<file path="src/rtl/cache_pkg.sv">
// Shared types and default geometry for the 2-way cache tag controller.
// Tag RAM word layout is {valid, tag}.
package cache_pkg;

    localparam int DEF_AWIDTH = 3;
    localparam int DEF_DWIDTH = 14;
    localparam int TWIDTH     = DEF_DWIDTH - 1;
    localparam int VALID_BIT  = DEF_DWIDTH - 1;

    typedef enum logic [2:0] {
        S_INIT   = 3'd0,
        S_IDLE   = 3'd1,
        S_LOOKUP = 3'd2,
        S_REFILL = 3'd3,
        S_UPDATE = 3'd4
    } state_t;

endpackage

</file>
<file path="src/rtl/cache_victim_sel.sv">
// Victim way choice: first invalid way, otherwise the set's LRU bit.
// The LRU bit names the way to evict next.
module cache_victim_sel (
    input  logic valid0,
    input  logic valid1,
    input  logic lru,
    output logic victim
);

    always_comb begin
        victim = 1'b0;
        priority case (1'b1)
            !valid0: victim = 1'b0;
            !valid1: victim = 1'b1;
            default: victim = lru;
        endcase
    end

endmodule

</file>
<file path="src/rtl/cache_tag_ctrl.sv">
// Lookup/allocate controller for a 2-way set-associative cache with
// synchronous-read tag RAMs, per-set LRU bits and a refill handshake.
module cache_tag_ctrl
    import cache_pkg::*;
#(
    parameter int AWIDTH = DEF_AWIDTH,
    parameter int DWIDTH = DEF_DWIDTH
) (
    input  logic                      clock,
    input  logic                      reset_n,
    input  logic                      req_valid,
    input  logic [DWIDTH+AWIDTH-2:0]  req_addr,
    output logic                      req_ready,
    output logic                      rsp_valid,
    output logic                      rsp_hit,
    output logic                      rsp_way,
    output logic [AWIDTH-1:0]         tr_addr,
    output logic [DWIDTH-1:0]         tr_din,
    output logic                      tr_we0,
    output logic                      tr_we1,
    input  logic [DWIDTH-1:0]         tr_dout0,
    input  logic [DWIDTH-1:0]         tr_dout1,
    output logic                      mem_req,
    output logic [DWIDTH+AWIDTH-2:0]  mem_addr,
    input  logic                      mem_ack
);

    localparam int TW    = DWIDTH - 1;
    localparam int VB    = DWIDTH - 1;
    localparam int DEPTH = 1 << AWIDTH;

    state_t              state_q, state_d;
    logic [AWIDTH-1:0]   cnt_q, cnt_d;
    logic [AWIDTH-1:0]   idx_q, idx_d;
    logic [TW-1:0]       tag_q, tag_d;
    logic                victim_q, victim_d;
    logic [DEPTH-1:0]    lru_q, lru_d;

    logic hit0, hit1, hit_any, hit_way, vic_sel;

    assign hit0    = tr_dout0[VB] && (tr_dout0[TW-1:0] == tag_q);
    assign hit1    = tr_dout1[VB] && (tr_dout1[TW-1:0] == tag_q);
    assign hit_any = hit0 | hit1;
    // Both ways matching is illegal; way 0 takes precedence.
    assign hit_way = ~hit0;

    cache_victim_sel u_victim_sel (
        .valid0 (tr_dout0[VB]),
        .valid1 (tr_dout1[VB]),
        .lru    (lru_q[idx_q]),
        .victim (vic_sel)
    );

    always_ff @(posedge clock or negedge reset_n) begin
        if (!reset_n) begin
            state_q  <= S_INIT;
            cnt_q    <= '0;
            idx_q    <= '0;
            tag_q    <= '0;
            victim_q <= 1'b0;
            lru_q    <= '0;
        end else begin
            state_q  <= state_d;
            cnt_q    <= cnt_d;
            idx_q    <= idx_d;
            tag_q    <= tag_d;
            victim_q <= victim_d;
            lru_q    <= lru_d;
        end
    end

    always_comb begin
        state_d  = state_q;
        cnt_d    = cnt_q;
        idx_d    = idx_q;
        tag_d    = tag_q;
        victim_d = victim_q;
        lru_d    = lru_q;
        unique case (state_q)
            S_INIT: begin
                cnt_d = cnt_q + 1'b1;
                lru_d = '0;
                if (cnt_q == '1) state_d = S_IDLE;
            end
            S_IDLE: begin
                if (req_valid) begin
                    tag_d   = req_addr[AWIDTH +: TW];
                    idx_d   = req_addr[AWIDTH-1:0];
                    state_d = S_LOOKUP;
                end
            end
            S_LOOKUP: begin
                if (hit_any) begin
                    lru_d[idx_q] = ~hit_way;
                    state_d      = S_IDLE;
                end else begin
                    victim_d = vic_sel;
                    state_d  = S_REFILL;
                end
            end
            S_REFILL: begin
                if (mem_ack) state_d = S_UPDATE;
            end
            S_UPDATE: begin
                lru_d[idx_q] = ~victim_q;
                state_d      = S_IDLE;
            end
            default: state_d = S_INIT;
        endcase
    end

    assign mem_addr = {tag_q, idx_q};

    always_comb begin
        req_ready = 1'b0;
        rsp_valid = 1'b0;
        rsp_hit   = 1'b0;
        rsp_way   = 1'b0;
        tr_addr   = idx_q;
        tr_din    = '0;
        tr_we0    = 1'b0;
        tr_we1    = 1'b0;
        mem_req   = 1'b0;
        unique case (state_q)
            S_INIT: begin
                tr_addr = cnt_q;
                tr_we0  = 1'b1;
                tr_we1  = 1'b1;
            end
            S_IDLE: begin
                req_ready = 1'b1;
                tr_addr   = req_addr[AWIDTH-1:0];
            end
            S_LOOKUP: begin
                rsp_valid = hit_any;
                rsp_hit   = hit_any;
                rsp_way   = hit_way;
            end
            S_REFILL: begin
                mem_req = 1'b1;
            end
            S_UPDATE: begin
                tr_din    = {1'b1, tag_q};
                tr_we0    = ~victim_q;
                tr_we1    = victim_q;
                rsp_valid = 1'b1;
                rsp_way   = victim_q;
            end
            default: ;
        endcase
    end

endmodule

</file>
<file path="config.mk">
export PLATFORM = sky130hd
export DESIGN_NAME = cache_tag_ctrl
export DESIGN_NICKNAME = d
export VERILOG_FILES = /design/src/rtl/cache_pkg.sv /design/src/rtl/cache_victim_sel.sv /design/src/rtl/cache_tag_ctrl.sv
export SDC_FILE = /design/constraint.sdc
export NUM_CORES = 1
export LEC_CHECK = 0
export BUFFER_PORTS_ARGS = -buffer_cell sky130_fd_sc_hd__buf_2
export CAP_MARGIN = 20
export CORE_MARGIN = 10
export CORE_UTILIZATION = 35
export CTS_CLUSTER_DIAMETER = 50
export DETAILED_ROUTE_END_ITERATION = 16
export PLACE_DENSITY = 0.64
export SYNTH_ARGS = -nofsm -noshare
export SYNTH_HDL_FRONTEND = slang
export SYNTH_HIERARCHICAL = 1
export SYNTH_SLANG_ARGS = --single-unit
</file>
<file path="constraint.sdc">
create_clock -name clock -period 1.9 [get_ports clock]
set_input_delay 0.19 -clock clock [delete_from_list [all_inputs] [get_ports clock]]
set_output_delay 0.19 -clock clock [all_outputs]
set_load 0.01 [all_outputs]
</file>
### Yosys cells after proc, flatten, opt, wreduce, memory -nomap -nowiden

Index checks and enable logic that the tools add are counted.

* add/subtract/negate cells: 1
* $mul: 0
* divide/modulo/power cells: 0
* magnitude comparators: 2
* equality and inequality tests: 11
* shifts and indexed selects: 0
* mux-type cells: 24
* bitwise operators: 4
* reductions and logical operators: 9

Operators with widths (number)
* 13-bit equality test: 2
* 8-bit case mux with 3 select lines: 1
* 8-bit bitwise mux: 2
* 3-bit case mux with 5 select lines: 1
* 14-bit two-way mux: 1
* 3-bit two-way mux: 3
* 8-bit two-way mux: 1
* 2-bit != test, second input constant: 4
* 1-bit case mux with 2 select lines: 4
* 1-bit two-way mux: 7
* 3-bit by 2-bit equality test with 1-bit output, second input constant: 2
* 3-bit equality test, second input constant: 2
* 3-bit case mux with 2 select lines: 1
* 2-bit AND reduction: 3
* 3-bit by 4-bit < comparator with 1-bit output, second input constant: 1
* 3-bit by 1-bit adder with 3-bit output, second input constant: 1
* 1-bit binary-select mux with 3-bit select: 1
* 1-bit demux with 3-bit select: 1
* 3-bit by 1-bit equality test with 1-bit output, second input constant: 1
* 3-bit by 1-bit greater-or-equal comparator with 1-bit output, second input constant: 1
* 1-bit logical AND: 3
* 3-bit zero test: 1
* 1-bit NOT: 3
* 3-bit AND reduction: 1
* 3 further kinds: 3

* register bits: 31
* bits in latches: 0
* bits in writable memories: 0
* bits in read-only memories: 0
* output and inout bits: 40
* logic and storage cells: 57
* memories kept: 0

### Logic depth before layout (Yosys ltp)

Gate-level depths: netlist (run 1).

* word-level depth: 7
* mapped depth: 9
* depth with buffers taken out: 8

### Modules after synthesis

The synthesis (run 1) kept the hierarchy.

Modules (own cells, without submodules)
* cache_tag_ctrl: times used 1, cells an instance 214, area each 2097.0 um2
* cache_victim_sel: times used 1, cells an instance 2, area each 11.3 um2

### Worst setup path before layout (run 1)

OpenSTA, ideal clock, no wires.

* path type: reg-to-output
* start: reg tag_q[4]
* end: out rsp_valid
* data arrival time: 1.553 ns
* required time: 1.710 ns
* slack: 0.157 ns
* stages on the path, launching flop included: 7
* path buffers: 0
* cell sequence: dfrtp_1 -> xnor2_1 -> nand4_1 -> nor4_4 -> nor2_1 -> nor2_1 -> or2_2

* cells in the longest elaborated chain, start to end: 4
* elaborated cells between the ends (all ways): 6

RTL lines
* start: declaration: RTL line cache_tag_ctrl.sv:35 `logic [TW-1:0] tag_q, tag_d;`
* start signal: assignment: RTL line cache_tag_ctrl.sv:66 `tag_q <= tag_d;`
* 13-bit equality test (on tied branches): RTL line cache_tag_ctrl.sv:41, cache_tag_ctrl.sv:42
* 1-bit logical AND (on tied branches): RTL line cache_tag_ctrl.sv:41, cache_tag_ctrl.sv:42
* 1-bit bitwise OR (*): RTL line cache_tag_ctrl.sv:43 `assign hit_any = hit0 | hit1;`
* 1-bit case mux with 2 select lines (*): RTL line cache_tag_ctrl.sv:124 `unique case (state_q)`
* end: declaration: RTL line cache_tag_ctrl.sv:14 `output logic rsp_valid,`

Every way passes the cells marked *; elsewhere a longest branch is shown, timed or not.

### Worst setup path after layout (run 1)

* start: reg tag_q[2]
* end: out rsp_way

* cells in the longest elaborated chain, start to end: 4

RTL lines
* 13-bit equality test: RTL line cache_tag_ctrl.sv:41 `assign hit0 = tr_dout0[VB] && (tr_dout0[TW-1:0] == tag_q);`
* 1-bit logical AND: RTL line cache_tag_ctrl.sv:41
* 1-bit NOT: RTL line cache_tag_ctrl.sv:45 `assign hit_way = ~hit0;`
* 1-bit case mux with 2 select lines: RTL line cache_tag_ctrl.sv:124
* end: declaration: RTL line cache_tag_ctrl.sv:16 `output logic rsp_way,`

No other way between the ends.

==> results.md, run 1 <==
- Most frequent cell after synthesis: dfrtp_1
- Slew Limit Headroom: slightly above 50%
- Most instantiated cells after synthesis: 31 x dfrtp_1, 26 x xnor2_1, 19 x mux2_2
- Total track usage: 13.40%
- Total core area: ~5900 sq um
- Area growth from synthesis to layout: 35.85%
- Max incr delay on CP: 0.46 ns
- FF+latch count, synth: 31
- Final period util: 109.4%
- Clk sinks: 31
- Sequential share of the synthesized area: 36.80%
- Clk_skew: 0.007603 ns
- Leading area contributor after synthesis: dfrtp_1
- Antenna violations before repair: 0
- DP HPWL: between 4000 and 5000 um
- # rows: 28
- Main flop type after synthesis: dfrtp_1
- FFs w/ async S/R, synth: 100.0%
- Post-Synthesis Cells: 216
- Start point of the critical path: tag_q[2]
- Buf/Inv on CP: 2
- Starting Density: 35.82%
- Routability cong.: roughly 0.77
- Max Clk Rate: around 480 MHz
- Antenna-violating nets left: 0
- H-tree levels: 2
- Grt ovf: 0
- Largest net degree at the start of global routing: 32
- Delay-heaviest family, CP: simple AND/OR/NAND/NOR gates
- Worst-margin pin slew: 0.7218 ns
- Fin crit period: between 2 and 2.5 ns
- IO Count: 88
- Violated checks: setup timing
- Fillers: 580
- Worst VDD drop: 0.0006666 V
- Yosys top cell area share: 36.80%
- Max clock buf depth: 2
- Max-slew violations: 0
- Final core occ: between 40% and 50%
- CTS tree: done
- Global-route wire length before repair: 10,700 um
- WP data required: between 1.5 and 2 ns
- Worst Setup EP: rsp_way
- Chip Height: 97.61 um
- R2R Setup Slk: -0.10 ns
- Power density cells: 1565 nW/um^2
- Clk slew on worst S/H paths: around 0.070 ns
- Outcome: finished with violations
- Non-filler cells in the finished layout: 393
- Post-Place Cells: approximately 380
- DR iter-0 viols: 140
- Critical Path End Type: output port
- Routed len/inst: 16.55 um
- CP max FO: 5
- Syn_nets: 266
- Root buffer cell: clkbuf_8
- Setup Crit Path Kind: reg2out
- Detailed Routing Iterations Pass 1: 4
- WL final: 6506 um
- CP max stage cell: dfrtp_2
- RSZ-0062 raised after global routing: true
- Leak: 0.001344 uW
- Syn Area/Cell: 9.761 sq um
- Reg-to-reg endpoint: lru_q[6]
- Max-cap check violation count: 0
- Min-delay worst type: in2reg
- Synthesized area: around 2100 sq um
- Crit path launch type: flip-flop
- Fin worst setup slack: -0.1780 ns
- WP data arrival: 1.89 ns
- Via count: 1,956
- YS warnings: 6
- Depth of the most critical reg-to-reg path: 7
- Drt drc: 0
- CP Cell Sequence: xnor2_1 -> nand4_1 -> nor4_4 -> buf_4 -> o21ai_1 -> buf_2
- Post-layout nets: 367
- PortBufs: 87
- Die width: 97.61 um
- Endpoints failing hold: 0
- CTS Buf Count: 5
- EDFF count, synth: 0
- Worst-skew pair later-pin latency: 0.29 ns
- Vias in the first global route: ~2,100
- Area contributors post-synth: dfrtp_1 37%, xnor2_1 11%, mux2_2 10%
- Via density: ~5
- Beginning of the worst register-to-register path: tag_q[2]
- Final setup vio count: 11
- Die Footprint: 9528 sq um
- Post-synthesis cell type count: 39
- Share of layout cells above drive strength 1: 48.43%
- Critical path depth: 6
- Ant diodes: 0
[cells by family (layout without fill, tap and decap cells)]
| logic type | count (synthesis) | count (layout) | share of synthesized area (%) |
|---|---|---|---|
| simple gates | 73 | 73 | 19.23 |
| compound gates | 43 | 43 | 15.96 |
| flops | 31 | 31 | 36.80 |
| xor+xnor | 27 | 27 | 11.22 |
| mux | 23 | 23 | 12.05 |
| buf+inv | 17 | 119 | 3.560 |
| fa+ha+maj | 2 | 2 | 1.187 |
[worst min-delay path by stage]
stage | from | endpoint | slack (ns) | depth (start not counted)
floorplan | reset_n | cnt_q[0] | -0.11 | 0
global placement | reset_n | state_q[2] | 0.30 | 1
detailed placement | reset_n | state_q[2] | 0.29 | 1
CTS | req_addr[6] | tag_q[3] | 0.13 | 2
global route | req_addr[11] | tag_q[8] | 0.13 | 2
finish | mem_ack | state_q[2] | 0.13 | 2
[state kept, by name, indices dropped and copies added (netlist names)]
signal,cells
tag_q,13
victim_q,1
state_q,3
idx_q,3
cnt_q,3
lru_q,8
[routing by layer]
| layer | vias to the layer above | track usage, % | routed length [um] |
|---|---|---|---|
| li1 | 949 | - | - |
| met5 | - | 0 | 0 |
| met4 | 0 | 3.132 | 55 |
| met3 | 8 | 5.192 | 475 |
| met1 | 935 | 15.28 | 2850 |
| met2 | 64 | 22.89 | 3125 |
[area by class of cell]
class	instances	area, sq um	area share (%)
tap	75	93.84	3.277
clock inverter	1	5.005	0.1747
sequential	31	784.5	27.39
clock buffer	7	76.32	2.665
inverter	5	18.77	0.6553
multi-input combinational	168	1274	44.47
timing repair buffer	106	611.8	21.36
[stage by stage]
| step | hold WS, ns | cell area, sq um | TNS [ns] | setup slack (ns) | total power (uW) |
|---|---|---|---|---|---|
| after global routing | 0.1311 | 2864 | -1.925 | -0.2683 | 4837 |
| final | 0.1344 | 2864 | -1.174 | -0.1780 | 4482 |
| after floorplan | -0.1056 | 2108 | 0 | 0.1566 | 2995 |
| after CTS | 0.1294 | 2850 | -0.6676 | -0.1399 | 4499 |
| after global placement | 0.2961 | 2696 | -0.4440 | -0.06461 | 3853 |
| after detailed placement | 0.2872 | 2696 | -0.9083 | -0.1264 | 3893 |
[placed cells by master, fill, tap and decap left out, types with 6 or more instances in the layout]
cell	n
buf_2	86
xnor2_1	25
dfrtp_1	24
mux2_2	19
nand2_1	16
nor2_1	16
buf_4	16
and2_1	13
a21oi_1	11
o21ai_0	8
a2bb2oi_2	8
dfrtp_2	7
nand4_1	6
a21boi_1	6
[where the power goes]
part / internal, uW / switching [uW]
clock: 257 / 255
sequential: 1000 / 495
combinational: 1300 / 1170
total: 2560 / 1920
[what timing repair did]
item	in CTS	in global routing
endpoints found under the hold margin	31	0
hold buffers	1	0
pin swaps	11	3
setup endpoints to repair	11	26
setup buffers	5	1
resized for setup	14	4
No activity file was read; power rests on OpenSTA's default activity.
==> inputs of run 2 (changes only) <==
CORE_ASPECT_RATIO = 1.2   (was unset)
RECOVER_POWER = 100   (was unset)
==> results.md, run 2 (synthesis gave the netlist of run 1 again) <==
- Internal power: 2719 uW (+6.1%)
- Slew Limit Headroom: 45.03% (-6.9 points)
- Hold Startpoint: req_addr[9]
- Worst VDD drop: 0.0008332 V (+25%)
- Min-delay worst type: in2reg
- Beginning of the worst register-to-register path: tag_q[0]
- Critical Path End Type: output port
- Max-cap check violation count: 0 (unchanged)
- WL final: 6637 um (+2.0%)
- Routed len/inst: 16.27 um (-1.7%)
- CP Cell Sequence: xnor2_2 -> nand4_1 -> nor4_4 -> buf_4 -> buf_6 -> o21ai_2 -> buf_2
- Most frequent cells in the layout: 84 x buf_2, 29 x dfrtp_1, 19 x xnor2_1, 19 x mux2_2, 16 x nor2_1
- Violated checks: setup timing
- Final period util: 107.8% (-1.6 points)
- Outcome: finished with violations
- Share of layout cells above drive strength 1: 49.39% (+0.96 points)
- Biggest regs: tag_q x13, lru_q x8
- Worst-margin pin slew: 0.8246 ns (+0.1028 ns)
- Most common cell after layout, fill and taps aside: buf_2
- Global-route wire length before repair: 10,720 um (+0.19%)
- Root buffer cell: clkbuf_8
- Start point of the critical path: tag_q[0]
- WP data required: 1.71 ns (about the same)
- H-tree levels: 2 (unchanged)
- CP max FO: 3 (-2)
- Total core area: 5743 sq um (-2.4%)
- Area growth from synthesis to layout: 42.37%
- PortBufs: 87 (unchanged)
- Largest net degree at the start of global routing: 32 (unchanged)
- Endpoints failing hold: 0 (unchanged)
- Die width: 90.85 um (-6.9%)
- Clock network power share: 12.3% (+0.9 points)
- CP max stage cell: dfrtp_1
- Comb pwr share: 56.8% (+1.6 points)
- Buf/Inv on CP: 3 (+1)
- Max-slew violations: 0 (unchanged)
- Final cell area excluding filler cells: 3002 sq um (+4.8%)
- Clk_skew: 0.005717 ns (-0.001885 ns)
- DR iter-0 viols: 136 (-2.9%)
- IO Count: 88 (unchanged)
- # rows: 30 (+7.1%)
- Fin crit period: 2.048 ns (-0.02978 ns)
- Delay-heaviest family, CP: simple AND/OR/NAND/NOR gates
- Max clock buf depth: 2 (unchanged)
- Placed standard-cell area: 2705 sq um (+0.32%)
- CTS Buf Count: 5 (unchanged)
- Power density cells: 1557 nW/um^2 (-0.50%)
- Grt ovf: 0 (unchanged)
- Antenna-violating nets left: 0 (unchanged)
- Die Footprint: 9541 sq um (+0.14%)
- Final setup vio count: 11 (unchanged)
- Worst-skew pair later-pin latency: 0.28 ns (about the same)
- Vias in the first global route: 2,230 (+4.8%)
- Leak: 0.001418 uW (+5.5%)
- Seq pwr share: 30.9% (-2.5 points)
- P_sw: 1955 uW (+1.9%)
- Chip Height: 105.0 um (+7.6%)
- Routability cong.: 0.8150 (+5.7%)
- Hold slack final: 0.1356 ns (+0.001196 ns)
- Clk sinks: 31 (unchanged)
- Max Clk Rate: 488.2 MHz (+1.5%)
- Ant diodes: 0 (unchanged)
- Max reg flops: 13 (unchanged)
- CTS tree: done
- DP HPWL: 4876 um (-1.1%)
- Antenna violations before repair: 0 (unchanged)
- Crit path launch type: flip-flop
- Via count: 2,047 (+4.7%)
- Largest Register: tag_q
- RSZ-0062 raised after global routing: true
- Sw Ratio: 41.82% (-1.0 points)
- Clk slew on worst S/H paths: 0.06 ns (about the same)
- Drt drc: 0 (unchanged)
- Post-layout nets: 377 (+2.7%)
- Fin worst setup slack: -0.1482 ns (+0.02977 ns)
- Max incr delay on CP: 0.44 ns (-0.02 ns)
- Starting Density: 36.71% (+0.89 points)
- Setup Crit Path Kind: reg2out
- Via density: 5.017 (+0.80%)
- WP data arrival: 1.86 ns (-0.03 ns)
- Detailed Routing Iterations Pass 1: 5 (+1)
- Total track usage: 13.46% (+0.062 points)
-- run 2: cell count changes in the layout (fill, tap and decap cells not counted), moves of 4 or more --
cell / previous run / this run
xnor2_2: 1 / 6
dfrtp_1: 24 / 29
buf_6: 1 / 5
dfrtp_2: 7 / 2
clkbuf_1: 2 / 9
xnor2_1: 25 / 19
-- run 2: power groups by stage --
| stage | Clock [uW] | Sequential [uW] | Combinational [uW] |
|---|---|---|---|
| 3_3_place_gp | 0 | 1440 | 2380 |
| 3_5_place_dp | 0 | 1450 | 2410 |
| 5_1_grt | 622 | 1500 | 2900 |
| 6_report | 576 | 1440 | 2650 |
| 2_1_floorplan | 0 | 1360 | 1640 |
| 4_1_cts | 592 | 1430 | 2680 |
-- run 2: routing by layer --
| metal | part of all wire, % | GRT usage (%) |
|---|---|---|
| met1 | 37 | 13.70 |
| met2 | 53 | 24.61 |
| met3 | 8.2 | 5.297 |
| met4 | 1.6 | 4.148 |
| met5 | 0 | 0 |
-- run 2: layout make-up --
cell class	count	area (sq um)
Clock buffer	8	100.1
Fill cell	512	2741
Inverter	5	18.77
Multi-Input combinational cell	168	1343
Tap cell	80	100.1
Timing Repair Buffer	116	661.9
Sequential cell	31	778.2
-- run 2: final timing paths --
kind | end | slack (ns) | cells past startpoint
min reg2reg | cnt_q[0] | 0.51 | 1
max in group asynchronous | tag_q[3] | 0.80 | 2
max reg2reg | lru_q[6] | -0.01 | 9
min | tag_q[6] | 0.14 | 2
min in group asynchronous | cnt_q[1] | 0.53 | 2
max | rsp_way | -0.15 | 7
-- run 2: timing repair --
item | 4_1_cts | 5_1_grt
cloned | 0 | 1
setup buffers | 12 | 1
hold endpoints to repair | 31 | 0
pin swaps | 18 | 9
gates resized for setup | 18 | 14
hold buffers | 1 | 0
setup endpoints to repair | 11 | 27
-- run 2: worst register-to-register path: cells and delay by family (launching register included) --
kind	cells	cell delay [ns]
AO/OA/AOI/OAI	2	0.29
XOR/XNOR	1	0.13
buffers and inverters	3	0.42
AND/OR/NAND/NOR	3	0.54
flip-flops	1	0.44
-- run 2: metrics by stage --
step	power, uW	setup WS [ns]	util (%)	cells	TNS [ns]
global route	5029	-0.2540	52.27	408	-1.788
detailed placement	3861	-0.09505	47.10	385	-0.6133
global placement	3811	-0.01243	47.10	385	-0.02458
floorplan	2995	0.1566	-	216	0
CTS	4703	-0.1075	51.92	406	-0.2494
finish	4674	-0.1482	52.27	408	-0.4115
